### src/rtl/capture_pkg.sv
// Shared types and constants for the capture run sequencer and its UART byte helper.
package capture_pkg;
  typedef enum logic [3:0] {
    ST_IDLE, ST_CAPTURE, ST_HEADER, ST_READ_REQ, ST_READ_WAIT,
    ST_TX2, ST_TX1, ST_TX0, ST_DONE
  } cap_state_e;

  typedef enum logic [1:0] {SEQ_WAIT, SEQ_PULSE, SEQ_GAP} seq_state_e;

  localparam logic [7:0] HDR_BYTE = 8'hAA;
  localparam int         PAD_W    = 10;
  localparam int         SAMPLE_W = 22;
endpackage

### src/rtl/capture_sequencer_uart_byte_seq.sv
// One UART byte handshake: wait for tx_ready, pulse tx_en for a cycle, then sit out
// one gap cycle because the transmitter drops tx_ready a cycle late.
module uart_byte_seq
  import capture_pkg::*;
(
  input  logic       clk100,
  input  logic       rst_p,
  input  logic       req,
  input  logic [7:0] byte_in,
  input  logic       tx_ready,
  output logic [7:0] tx_byte,
  output logic       tx_en,
  output logic       ack
);
  seq_state_e st_q, st_d;
  logic [7:0] byte_q, byte_d;
  logic       en_q, en_d;

  always_comb begin
    st_d   = st_q;
    byte_d = byte_q;
    en_d   = 1'b0;
    case (st_q)
      SEQ_WAIT: if (req && tx_ready) begin
        st_d   = SEQ_PULSE;
        byte_d = byte_in;
        en_d   = 1'b1;
      end
      SEQ_PULSE: st_d = SEQ_GAP;
      default:   st_d = SEQ_WAIT;
    endcase
  end

  always_ff @(posedge clk100 or posedge rst_p) begin
    if (rst_p) begin
      st_q   <= SEQ_WAIT;
      byte_q <= '0;
      en_q   <= 1'b0;
    end else begin
      st_q   <= st_d;
      byte_q <= byte_d;
      en_q   <= en_d;
    end
  end

  assign tx_byte = byte_q;
  assign tx_en   = en_q;
  // ack coincides with the pulse; the requester moves on while this side is in its gap
  assign ack     = en_q;
endmodule

### src/rtl/capture_sequencer.sv
// Capture a run of sampler words into SDRAM, then replay them over the UART as
// a header byte followed by three bytes per sample.
module capture_sequencer
  import capture_pkg::*;
#(
  parameter int          DEPTH     = 1024,
  parameter logic [22:0] BASE_ADDR = 23'd0
) (
  input  logic                clk100,
  input  logic                rst_p,
  input  logic                arm,
  output logic                busy,
  output logic                done,
  output logic                overrun,
  output logic                sampler_start,
  input  logic                sampler_new_data,
  input  logic [SAMPLE_W-1:0] sampler_data,
  input  logic                mem_cmd_ready,
  output logic                mem_cmd_enable,
  output logic                mem_cmd_wr,
  output logic [22:0]         mem_cmd_address,
  output logic [31:0]         mem_cmd_data,
  input  logic [31:0]         mem_data_out,
  input  logic                mem_data_valid,
  output logic [7:0]          tx_byte,
  output logic                tx_en,
  input  logic                tx_ready
);
  localparam int            CW      = $clog2(DEPTH) + 1;
  localparam logic [CW-1:0] DEPTH_C = CW'(DEPTH);

  cap_state_e          state_q, state_d;
  logic [CW-1:0]       wcount_q, wcount_d, rcount_q, rcount_d;
  logic                full_q, full_d, overrun_q, overrun_d, start_q, start_d;
  logic                cmd_en_q, cmd_en_d, cmd_wr_q, cmd_wr_d;
  logic [22:0]         cmd_addr_q, cmd_addr_d;
  logic [31:0]         cmd_data_q, cmd_data_d;
  logic [SAMPLE_W-1:0] rdata_q, rdata_d;
  logic                accept, seq_req, seq_ack;
  logic [7:0]          seq_byte;
  logic                unused_hi;

  assign accept    = cmd_en_q & mem_cmd_ready;
  assign unused_hi = ^mem_data_out[31:SAMPLE_W];

  always_comb begin
    state_d    = state_q;
    wcount_d   = wcount_q;
    rcount_d   = rcount_q;
    full_d     = full_q;
    overrun_d  = overrun_q;
    start_d    = start_q;
    cmd_en_d   = cmd_en_q;
    cmd_wr_d   = cmd_wr_q;
    cmd_addr_d = cmd_addr_q;
    cmd_data_d = cmd_data_q;
    rdata_d    = rdata_q;
    seq_req    = 1'b0;
    seq_byte   = HDR_BYTE;
    case (state_q)
      ST_IDLE: if (arm) begin
        state_d   = ST_CAPTURE;
        overrun_d = 1'b0;
        start_d   = 1'b1;
        wcount_d  = '0;
        full_d    = 1'b0;
      end
      ST_CAPTURE: begin
        if (accept) begin
          full_d   = 1'b0;
          wcount_d = wcount_q + 1'b1;
        end
        // a reload on the accepting edge is legal; only a stalled full register drops
        if (sampler_new_data) begin
          if (full_q && !accept) overrun_d = 1'b1;
          else if (wcount_d != DEPTH_C) begin
            full_d     = 1'b1;
            cmd_data_d = {{PAD_W{1'b0}}, sampler_data};
            cmd_addr_d = BASE_ADDR + 23'(wcount_d);
          end
        end
        if (wcount_d == DEPTH_C) begin
          state_d = ST_HEADER;
          start_d = 1'b0;
          full_d  = 1'b0;
        end
        cmd_en_d = full_d;
        cmd_wr_d = full_d;
      end
      ST_HEADER: begin
        seq_req = 1'b1;
        if (seq_ack) begin
          state_d    = ST_READ_REQ;
          rcount_d   = '0;
          cmd_en_d   = 1'b1;
          cmd_wr_d   = 1'b0;
          cmd_addr_d = BASE_ADDR;
        end
      end
      ST_READ_REQ: if (accept) begin
        cmd_en_d = 1'b0;
        state_d  = ST_READ_WAIT;
      end
      ST_READ_WAIT: if (mem_data_valid) begin
        rdata_d = mem_data_out[SAMPLE_W-1:0];
        state_d = ST_TX2;
      end
      ST_TX2: begin
        seq_req  = 1'b1;
        seq_byte = {2'b00, rdata_q[21:16]};
        if (seq_ack) state_d = ST_TX1;
      end
      ST_TX1: begin
        seq_req  = 1'b1;
        seq_byte = rdata_q[15:8];
        if (seq_ack) state_d = ST_TX0;
      end
      ST_TX0: begin
        seq_req  = 1'b1;
        seq_byte = rdata_q[7:0];
        if (seq_ack) begin
          rcount_d = rcount_q + 1'b1;
          if (rcount_d == DEPTH_C) state_d = ST_DONE;
          else begin
            state_d    = ST_READ_REQ;
            cmd_en_d   = 1'b1;
            cmd_addr_d = BASE_ADDR + 23'(rcount_d);
          end
        end
      end
      default: state_d = ST_IDLE;
    endcase
  end

  always_ff @(posedge clk100 or posedge rst_p) begin
    if (rst_p) begin
      state_q    <= ST_IDLE;
      wcount_q   <= '0;
      rcount_q   <= '0;
      full_q     <= 1'b0;
      overrun_q  <= 1'b0;
      start_q    <= 1'b0;
      cmd_en_q   <= 1'b0;
      cmd_wr_q   <= 1'b0;
      cmd_addr_q <= '0;
      cmd_data_q <= '0;
      rdata_q    <= '0;
    end else begin
      state_q    <= state_d;
      wcount_q   <= wcount_d;
      rcount_q   <= rcount_d;
      full_q     <= full_d;
      overrun_q  <= overrun_d;
      start_q    <= start_d;
      cmd_en_q   <= cmd_en_d;
      cmd_wr_q   <= cmd_wr_d;
      cmd_addr_q <= cmd_addr_d;
      cmd_data_q <= cmd_data_d;
      rdata_q    <= rdata_d;
    end
  end

  uart_byte_seq u_tx (
    .clk100   (clk100),
    .rst_p    (rst_p),
    .req      (seq_req),
    .byte_in  (seq_byte),
    .tx_ready (tx_ready),
    .tx_byte  (tx_byte),
    .tx_en    (tx_en),
    .ack      (seq_ack)
  );

  assign busy            = (state_q != ST_IDLE);
  assign done            = (state_q == ST_DONE);
  assign overrun         = overrun_q;
  assign sampler_start   = start_q;
  assign mem_cmd_enable  = cmd_en_q;
  assign mem_cmd_wr      = cmd_wr_q;
  assign mem_cmd_address = cmd_addr_q;
  assign mem_cmd_data    = cmd_data_q;
endmodule

### config.mk
export PLATFORM = sky130hd
export DESIGN_NAME = capture_sequencer
export DESIGN_NICKNAME = d
export VERILOG_FILES = /design/src/rtl/capture_pkg.sv /design/src/rtl/capture_sequencer_uart_byte_seq.sv /design/src/rtl/capture_sequencer.sv
export SDC_FILE = /design/constraint.sdc
export NUM_CORES = 1
export LEC_CHECK = 0
export ABC_AREA = 0
export CORE_MARGIN = 5
export CORE_UTILIZATION = 35
export CTS_CLUSTER_SIZE = 8
export DETAILED_ROUTE_END_ITERATION = 10
export MAX_ROUTING_LAYER = met4
export PLACE_DENSITY = 0.67
export SKIP_LAST_GASP = 1
export SYNTH_ARGS = -nofsm -noshare
export SYNTH_HDL_FRONTEND = slang
export SYNTH_SLANG_ARGS = --single-unit
### constraint.sdc
create_clock -name clk100 -period 3.3 [get_ports clk100]
set_input_delay 0.66 -clock clk100 [delete_from_list [all_inputs] [get_ports clk100]]
set_output_delay 0.66 -clock clk100 [all_outputs]
set_load 0.005 [all_outputs]
==> metrics.md <==
| Metric | Value |
|---|---|
| RSZ-0062 raised after global routing | false |
| Status | complete, no violations |
| CP Data Required Time | 3530 ps |
| CP Max Fanout | 22 |
| Setup WS post-layout | 189 ps |
| Worst-path cell chain | clkdlybuf4s50_1 > and4_4 > nand4_1 > mux2i_1 > and4bb_1 > nor3b_4 > mux2_2 |
| Fin. max-slew vios | 0 |
| Total GRT Usage | 0.149 |
| Clock sink count | 97 |
| Die W | 132 um |
| Hold path depth | 1 |
| Largest net degree at the start of global routing | 40 |
| CTS root buffer | clkbuf_16 |
| DR WL/cell | 16.1 um |
| Routability Congestion | 0.885 |
| Initial Util | 0.358 |
| Routed vias | 3980 |
| Post-CTS Repair Setup Buffers | 0 |
| # IOs | 131 |
| Die height | 132 um |
| Starting DRT DRC Count | 257 |
| Final Skew | 8.53 ps |
| Final Cell Area | 6600 um^2 |
| Most common cell after layout, fill and taps aside | clkdlybuf4s50_1 |
| Crit path time final | 3110 ps |
| Post-CTS sizing | 0 |
| EDFF count, synth | 0 |
| Static leakage | 2.71 nW |
| Htree depth | 3 |
| Diode count | 0 |
| CTS tree | built |
| Antenna violations before repair | 0 |
| Number of global-route vias before repair | 4047 |
| First-pass GRT wire length | 20.9 mm |
| Final core occ | 0.454 |
| Largest delay share family, worst path | simple AND/OR/NAND/NOR gates |
| Final number of setup-violating endpoints | 0 |
| Fmax | 0.321 GHz |
| Crit. End Element | flop |
| Register bit total from synthesis | 97 |
| Pre-antenna DRT Iters | 5 |
| Pwr per Cell Area | 756 nW/um^2 |
| Max cap viols | 0 |
| CTS max path bufs | 2 |
| Hold crit path type | reg2reg |
| Placed Area | 6310 um^2 |
| Final #Nets | 648 |
| Arr. time, crit path | 3340 ps |
| Global route overflow | 0 |
| Sequential share of the synthesized area | 0.467 |
| Worst path bufs/invs | 1 |
| Syn_area_per_cell | 10.7 um^2 |
| Number of CTS-inserted buffers | 9 |
| Type of origin of the critical path | input port |
| Peak supply drop | 333 uV |
| # DRC | 0 |
| Slew @ Worst Pin | 1100 ps |
| Setup TNS | 0 ps |
| Post-Syn Instances | 486 |
| Final WL | 12.5 mm |
| R2r worst-path depth | 7 |
| Power consumption | 4.99 mW |
| Final worst path period share | 0.943 |
| Setup WS pre-CTS | -240 ps |
| ANT nets after route | 0 |
| Most frequent cells in the layout | 98 x clkdlybuf4s50_1, 97 x dfrtp_1, 50 x mux2_2 |
| Clock slew seen by the registers of the worst setup and hold paths | 70 ps |
| Share of cells above drive strength 1 | 0.185 |
| Vias per inst | 5.15 |
| FP Rows | 44 |
| Syn-to-layout area delta | 26.9% |
| Hold-fix buffers, CTS | 0 |
| Die area | 17400 um^2 |
| Port bufs | 98 |
| Syn. warnings | 0 |
| Synth async-reset ratio | 1.00 |
| Main synth FF type | dfrtp_1 |
| HPWL after DPL | 9.26 mm |
| Critical Path Slowest Stage Cell | nor3b_4 |
| Clock Latency Late Sink | 350 ps |
| Crit path kind | in2reg |
| Area of the mapped netlist | 5200 um^2 |
| Slew headroom | 0.267 |
| CP Depth | 7 |
| Final Hold Viols | 0 |
| Synth cell types | 64 |
| CP max stage delay | 890 ps |
| Core area | 14500 um^2 |
flip-flops by register name (all words and copies together) (netlist names):
name             flops
state_q              4
mem_cmd_wr           1
u_tx.st_q            2
rcount_q            11
overrun              1
wcount_q            11
mem_cmd_enable       1
full_q               1
mem_cmd_address     11
mem_cmd_data        22
u_tx.tx_byte         8
u_tx.ack             1
rdata_q             22
sampler_start        1
worst paths after layout:
| path | from | endpoint | slack [ps] |
|---|---|---|---|
| max in group asynchronous | rst_p | mem_cmd_data[14]$_DFFE_PP0P_ | 1890 |
| hold reg to reg | u_tx.st_q[1]$_DFFE_PP0P_ | u_tx.st_q[1]$_DFFE_PP0P_ | 440 |
| min in group asynchronous | rst_p | rcount_q[9]$_DFFE_PP0P_ | 730 |
| setup / recovery | mem_cmd_ready | mem_cmd_data[14]$_DFFE_PP0P_ | 190 |
| hold / removal | u_tx.st_q[1]$_DFFE_PP0P_ | u_tx.st_q[1]$_DFFE_PP0P_ | 440 |
| setup reg to reg | wcount_q[0]$_DFFE_PP0P_ | mem_cmd_data[14]$_DFFE_PP0P_ | 300 |
final cells by class:
| cell class | instances | area, um^2 |
|---|---|---|
| multi-input combinational | 347 | 2460 |
| tap | 184 | 230 |
| fill | 1348 | 7940 |
| clock buffer | 11 | 243 |
| sequential | 97 | 2430 |
| clock inverter | 5 | 38.8 |
| inverter | 9 | 36.3 |
| timing repair buffer | 120 | 1160 |
metrics by stage:
stage | hold slack (ps) | std cells
2_1_floorplan | 403 | 507
3_3_place_gp | 415 | 757
3_5_place_dp | 432 | 757
4_1_cts | 443 | 773
5_1_grt | 461 | 773
6_report | 439 | 773
cell usage after synthesis (5+ instances only):
cell	instances	area share
and2_1	6	0.0072
inv_1	9	0.0065
and3_1	5	0.0060
a31oi_1	5	0.0060
mux2_4	10	0.029
mux2i_1	7	0.013
o22ai_1	12	0.014
clkbuf_1	16	0.012
nand3_1	9	0.0087
o31ai_1	8	0.012
nor2b_1	6	0.0072
o21ai_0	30	0.029
buf_6	8	0.017
xnor2_1	13	0.022
nand4_1	5	0.0060
nor2_1	28	0.020
mux2_2	50	0.11
nand2_1	37	0.027
nor3_1	7	0.0067
dfrtp_1	97	0.47
xor2_1	7	0.012
buf_4	24	0.035
a21oi_1	14	0.013
cells by family (layout without fill, tap and decap cells):
logic type	count (synthesis)	count (layout)	share of synthesized area
buffers and inverters	63	145	0.0748
adder cells (fa/ha/maj)	3	3	0.00722
AO/OA/AOI/OAI	110	110	0.143
multiplexers	67	67	0.151
flip-flops	97	97	0.467
AND/OR/NAND/NOR	125	125	0.123
other	1	22	0.000721
XOR/XNOR	20	20	0.0337
metal layers:
layer | vias to the layer above | part of all wire | track usage
li1 | 1902 | - | -
met2 | 109 | 0.47 | 0.231
met4 | 0 | 0.017 | 0.0503
met5 | - | 0 | -
met3 | 18 | 0.046 | 0.0294
met1 | 1951 | 0.47 | 0.197
report_power, final:
part | total, mW | switching [mW] | internal [mW]
logic | 2.11 | 0.933 | 1.17
registers | 1.89 | 0.287 | 1.60
clock network | 0.993 | 0.457 | 0.536
Note: power is estimated with default switching activity, not from simulation.
